## src/rtl/codificador_pkg.sv

```systemverilog
// Shared constants, FSM state type and encoding helpers for codificador_selecao.
package codificador_pkg;

  localparam int unsigned NUM_ENTRADAS = 4;
  localparam int unsigned CODIGO_W     = 2;

  typedef enum logic [1:0] {
    OCIOSO  = 2'd0,
    AGUARDA = 2'd1,
    SOLTA   = 2'd2
  } estado_t;

  // Lowest set index wins; returns 0 for an all-zero vector.
  function automatic logic [CODIGO_W-1:0] prioridade(input logic [NUM_ENTRADAS-1:0] v);
    logic [CODIGO_W-1:0] p;
    logic                achou;
    p     = '0;
    achou = 1'b0;
    for (int unsigned i = 0; i < NUM_ENTRADAS; i++) begin
      if (v[i] && !achou) begin
        p     = CODIGO_W'(i);
        achou = 1'b1;
      end
    end
    return p;
  endfunction

  function automatic logic multiplo(input logic [NUM_ENTRADAS-1:0] v);
    return |(v & (v - NUM_ENTRADAS'(1)));
  endfunction

endpackage

```

## src/rtl/debouncer_entrada.sv

```systemverilog
// One selection line: 2-flop synchroniser, debounce counter and debounced level flop.
module debouncer_entrada #(
  parameter int unsigned DEBOUNCE_CYCLES = 16,
  parameter int unsigned CNT_W           = 16
) (
  input  logic clk,
  input  logic rst_n,
  input  logic entrada,
  output logic estavel
);

  localparam logic [CNT_W-1:0] LIMITE = CNT_W'(DEBOUNCE_CYCLES - 1);

  logic [1:0]       sync;
  logic [CNT_W-1:0] cnt;

  always_ff @(posedge clk or negedge rst_n) begin
    if (!rst_n) begin
      sync    <= '0;
      cnt     <= '0;
      estavel <= 1'b0;
    end else begin
      sync <= {sync[0], entrada};
      if (sync[1] == estavel) begin
        cnt <= '0;
      end else if (cnt == LIMITE) begin
        estavel <= ~estavel;
        cnt     <= '0;
      end else begin
        cnt <= cnt + CNT_W'(1);
      end
    end
  end

endmodule

```

## src/rtl/codificador_selecao.sv

```systemverilog
// Debounced 4-line priority encoder with valid/accept handshake.
// Optional macro MULTI_PRESS_ERR_EN rejects simultaneous presses and pulses erro.
module codificador_selecao
  import codificador_pkg::*;
#(
  parameter int unsigned DEBOUNCE_CYCLES = 16,
  parameter int unsigned CNT_W           = 16
) (
  input  logic                    CLK,
  input  logic                    RESET_N,
  input  logic [NUM_ENTRADAS-1:0] entradas,
  input  logic                    aceito,
  output logic [CODIGO_W-1:0]     codigo,
  output logic                    valido,
  output logic [NUM_ENTRADAS-1:0] estavel,
  output logic                    erro
);

  estado_t                 estado, estado_prox;
  logic [CODIGO_W-1:0]     codigo_prox;
  logic [NUM_ENTRADAS-1:0] estavel_ant;
  logic [NUM_ENTRADAS-1:0] press;
  logic                    erro_prox;

  for (genvar gi = 0; gi < NUM_ENTRADAS; gi++) begin : g_deb
    debouncer_entrada #(
      .DEBOUNCE_CYCLES(DEBOUNCE_CYCLES),
      .CNT_W          (CNT_W)
    ) u_deb (
      .clk    (CLK),
      .rst_n  (RESET_N),
      .entrada(entradas[gi]),
      .estavel(estavel[gi])
    );
  end

  assign press  = estavel & ~estavel_ant;
  assign valido = (estado == AGUARDA);

  always_ff @(posedge CLK or negedge RESET_N) begin
    if (!RESET_N) begin
      estado      <= OCIOSO;
      codigo      <= '0;
      estavel_ant <= '0;
    end else begin
      estado      <= estado_prox;
      codigo      <= codigo_prox;
      estavel_ant <= estavel;
    end
  end

  always_comb begin
    estado_prox = estado;
    codigo_prox = codigo;
    erro_prox   = 1'b0;
    case (estado)
      OCIOSO: begin
        if (|press) begin
`ifdef MULTI_PRESS_ERR_EN
          if (multiplo(press) || multiplo(estavel)) begin
            erro_prox   = 1'b1;
            estado_prox = SOLTA;
          end else begin
            codigo_prox = prioridade(press);
            estado_prox = AGUARDA;
          end
`else
          codigo_prox = prioridade(press);
          estado_prox = AGUARDA;
`endif
        end
      end
      AGUARDA: if (aceito) estado_prox = SOLTA;
      SOLTA:   if (estavel == '0) estado_prox = OCIOSO;
      default: estado_prox = OCIOSO;
    endcase
  end

`ifdef MULTI_PRESS_ERR_EN
  always_ff @(posedge CLK or negedge RESET_N) begin
    if (!RESET_N) erro <= 1'b0;
    else          erro <= erro_prox;
  end
`else
  // erro_prox is only consumed when the multi-press check is built in.
  logic erro_nao_usado;
  assign erro_nao_usado = erro_prox;
  assign erro           = 1'b0;
`endif

endmodule

```

## config.mk

```make
export PLATFORM = sky130hd
export DESIGN_NAME = codificador_selecao
export DESIGN_NICKNAME = d
export VERILOG_FILES = /design/src/rtl/codificador_pkg.sv /design/src/rtl/debouncer_entrada.sv /design/src/rtl/codificador_selecao.sv
export SDC_FILE = /design/constraint.sdc
export NUM_CORES = 1
export LEC_CHECK = 0
export CORE_ASPECT_RATIO = 2
export CORE_MARGIN = 4
export CORE_UTILIZATION = 50
export CTS_CLUSTER_DIAMETER = 80
export CTS_CLUSTER_SIZE = 24
export DETAILED_ROUTE_END_ITERATION = 8
export PLACE_DENSITY = 0.68
export SLEW_MARGIN = 20
export SYNTH_ARGS = -nofsm -noshare
export SYNTH_HDL_FRONTEND = slang
export SYNTH_SLANG_ARGS = --single-unit
```

## constraint.sdc

```tcl
create_clock -name CLK -period 1.55 [get_ports CLK]
set_input_delay 0.31 -clock CLK [delete_from_list [all_inputs] [get_ports CLK]]
set_output_delay 0.31 -clock CLK [all_outputs]
set_load 0.01 [all_outputs]
```

==> results.md <==
* Status: finished with violations
* Violations in the final reports: negative setup slack
* Total number of vias at 2912
* Syn Nets at 384
* Final hold vios at 0
* Yosys cell types at 28
* CP cell instances: nand2_2, or3_4, or4_4, a21oi_2
* Total Wirelength at 7790 um
* Pwr Total at 4.46 mW
* Boundary Pins at 15
* GP Congestion at 0.847
* Ant diodes at 0
* Hold Path Class: reg2reg
* Number of global-route vias before repair at 3076
* Worst path bufs/invs at 0
* Arr. time, crit path at 1.82 ns
* Share of cells above drive strength 1 at 23.1%
* Core footprint at 7320 um2
* PnR worst setup slack at -0.0000525 ns
* PortBufs at 13
* Combinational share of power at 4.6%
* Worst-path fanout max at 4
* Critical path class: reg2reg
* Synth Cell Area at 3810 um2
* Starting density of the core at 52.1%
* CP delay by family, top: simple AND/OR/NAND/NOR gates
* Rows at 44
* Main combinational cell family by area after synthesis: simple AND/OR/NAND/NOR gates
* Antenna Violating Nets Remaining at 0
* Int Pwr at 3.49 mW
* Post-Synth XOR/XNOR Area at 13.6%
* Final Util at 65.6%
* CTS tree: built
* RSZ-0062 raised after global routing: true
* Synth Flop Type: dfrtp_1
* Final Max Slew Viols at 0
* Mux share of post-synthesis cell area at 1.48%
* H-tree Lvls at 3
* Fillers at 569
* Clk network pwr share at 44.5%
* Post-synth top area share at 55.2%
* P&R area growth vs syn at 26.0%
* Dpl cell area at 4290 um2
* GRT Residual Overflow at 0
* Syn Inst Count at 373
* Largest net degree at the start of global routing at 32
* Adder-cell share of the synthesized area at 1.31%
* Fmax achieved at 0.645 GHz
* Initial antenna violation count at 0
* Design area at 4800 um2
* First-pass GRT wire length at 13900 um
* Pwr per Cell Area at 928 nW/um2
* Clock root buffer: clkbuf_16
* Inserted Clock Buffers at 9
* Final worst-path cycle share at 100%
* YS warnings at 0
* Worst Skew at 0.00918 ns
* Final net count at 434
* # setup viols final at 1
* Crit. Startpoint: g_deb[3].u_deb.cnt[1]
* Synth Area in Compound Gates at 1.58%
* Synth top area cells: dfrtp_1, xnor2_1, nor2_1
* Number of DRC markers in iteration 0 at 243
* Avg Cell Area, Syn at 10.2 um2
* #FFs+latches synth at 84
* Min Tclk post-route at 1.55 ns
* Sink Count at 84
* Non-Filler Instances at 520
* DP Cell Count at 498
* Post-DP HPWL at 5220 um
* Clock-pin slew on the worst setup and hold paths at 0.06 ns
* Max-Cap Viols at 0
* Chip width at 69.7 um
* Post-Synth Simple-Gate Area at 24.1%
* CP max stage delay at 0.48 ns
* All-Layer GR Usage at 18.6%
* Peak VDD IR at 0.000864 V
* Leakage power at 2.00 nW
* NetSw at 0.963 mW
* Die area at 9170 um2
* Routed wire per std cell at 15.0 um
* TritonRoute pass-1 iters at 4
* Part of the power in registers at 50.9%
* Routed vias/inst at 5.60
* Post-synth EDFFs at 0
* Clock insertion delay at the later pin of the skew report at 0.34 ns
* Cell taking the most area after synthesis: dfrtp_1
* # DRC at 0
* Post-synthesis async set-or-reset flop share at 100%
* CP required at 1.82 ns
* Switching part of the total power at 21.6%
* Crit-path slowest cell: or4_4
* Post-synthesis sequential area ratio at 55.2%
* HP Start: g_deb[0].u_deb.sync[0]
* CP startpoint kind: register
* Die Height at 131 um
* CTS Buffer Depth at 2
* Crit. End Element: register
* Worst r2r src: g_deb[3].u_deb.cnt[1]
==> worst reg2reg max path: cells and delay by family, from the launching register on <==
kind / cells / cell delay, ns
simple gates: 3 / 0.94
flops: 1 / 0.41
compound gates: 1 / 0.12
==> power by group through the flow <==
stage	logic, mW	clock network [mW]	registers, mW
floorplan	0.0678	0	2.30
global placement	0.192	0	2.30
detailed placement	0.194	0	2.30
CTS	0.197	2.04	2.26
global route	0.235	2.13	2.27
finish	0.206	1.98	2.27
==> through the flow <==
stage	setup WS [ns]	setup TNS [ns]	hold slack [ns]
finish	-0.0000525	-0.0000525	0.348
global route	-0.0586	-0.189	0.363
CTS	0.000598	0	0.351
detailed placement	0.0154	0	0.280
global placement	0.0368	0	0.278
floorplan	0.000550	0	0.0144
==> flip-flops by register name (all words and copies together) (netlist names) <==
| register | cells |
|---|---|
| g_deb.u_deb.sync | 8 |
| estavel_ant | 4 |
| g_deb.u_deb.cnt | 64 |
| g_deb.u_deb.estavel | 4 |
| estado | 2 |
| codigo | 2 |
==> cell usage after synthesis (all sizes together) (4+ instances only) <==
master and instances:
nor4 27, o21ai 4, nand4 21, mux2 5
xnor2 48, nand2 19, xor2 11, nor3 18
inv 12, and3 7, ha 4, nand3 18
clkbuf 6, buf 5, dfrtp 84, nor2 69
==> final timing paths <==
| check | endpoint | slack (ns) | cells after the start |
|---|---|---|---|
| max in group asynchronous | g_deb[1].u_deb.estavel | 0.57 | 3 |
| min in group asynchronous | g_deb[3].u_deb.cnt[4] | 0.45 | 2 |
| hold / removal | g_deb[0].u_deb.sync[1] | 0.35 | 0 |
| hold reg to reg | g_deb[0].u_deb.sync[1] | 0.35 | 0 |
| setup reg to reg | g_deb[3].u_deb.cnt[15] | -0.00005 | 4 |
| setup / recovery | g_deb[3].u_deb.cnt[15] | -0.00005 | 4 |
==> layout make-up <==
class	instances	area (um2)	area share (%)
clock buffer	12	256	5.34
tap	92	115	2.40
inverter	12	45.0	0.938
clock inverter	4	23.8	0.495
timing repair buffer	50	465	9.69
multi-input combinational	266	1790	37.2
sequential	84	2110	44.0
==> timing repair <==
action,in CTS,in global routing
pin swaps,0,15
hold buffers,1,0
endpoints found under the setup margin,7,60
endpoints found under the hold margin,28,0
buffers inserted,1,4
resized for setup,10,43
==> cell families after synthesis <==
| logic type | after synthesis |
|---|---|
| DFF | 84 |
| and+or+nand+nor | 187 |
| xor gates and xnor gates | 59 |
| adders and majority gates | 4 |
| other | 1 |
| buffers and inverters | 23 |
| muxes | 5 |
| AOI/OAI and AO/OA | 10 |
==> layout by cell type, fill, tap and decap left out, types with 8 or more instances in the layout <==
cell,count
xnor2_1,48
dfrtp_1,76
nor4_2,13
nor4_1,13
buf_4,31
inv_1,12
clkbuf_16,9
xor2_1,11
dfrtp_2,8
nand2_1,14
nand3_1,15
nor3_1,15
nor2_1,69
nand4_1,21
==> per-layer routing <==
layer / GRT usage, % / part of all wire (%) / routed length, um
met5: 0 / 0 / 0
met1: 20.7 / 39 / 3020
met3: 4.59 / 3.6 / 282
met4: 9.06 / 2.9 / 227
met2: 32.8 / 55 / 4260
(Power assumes the default switching activity.)
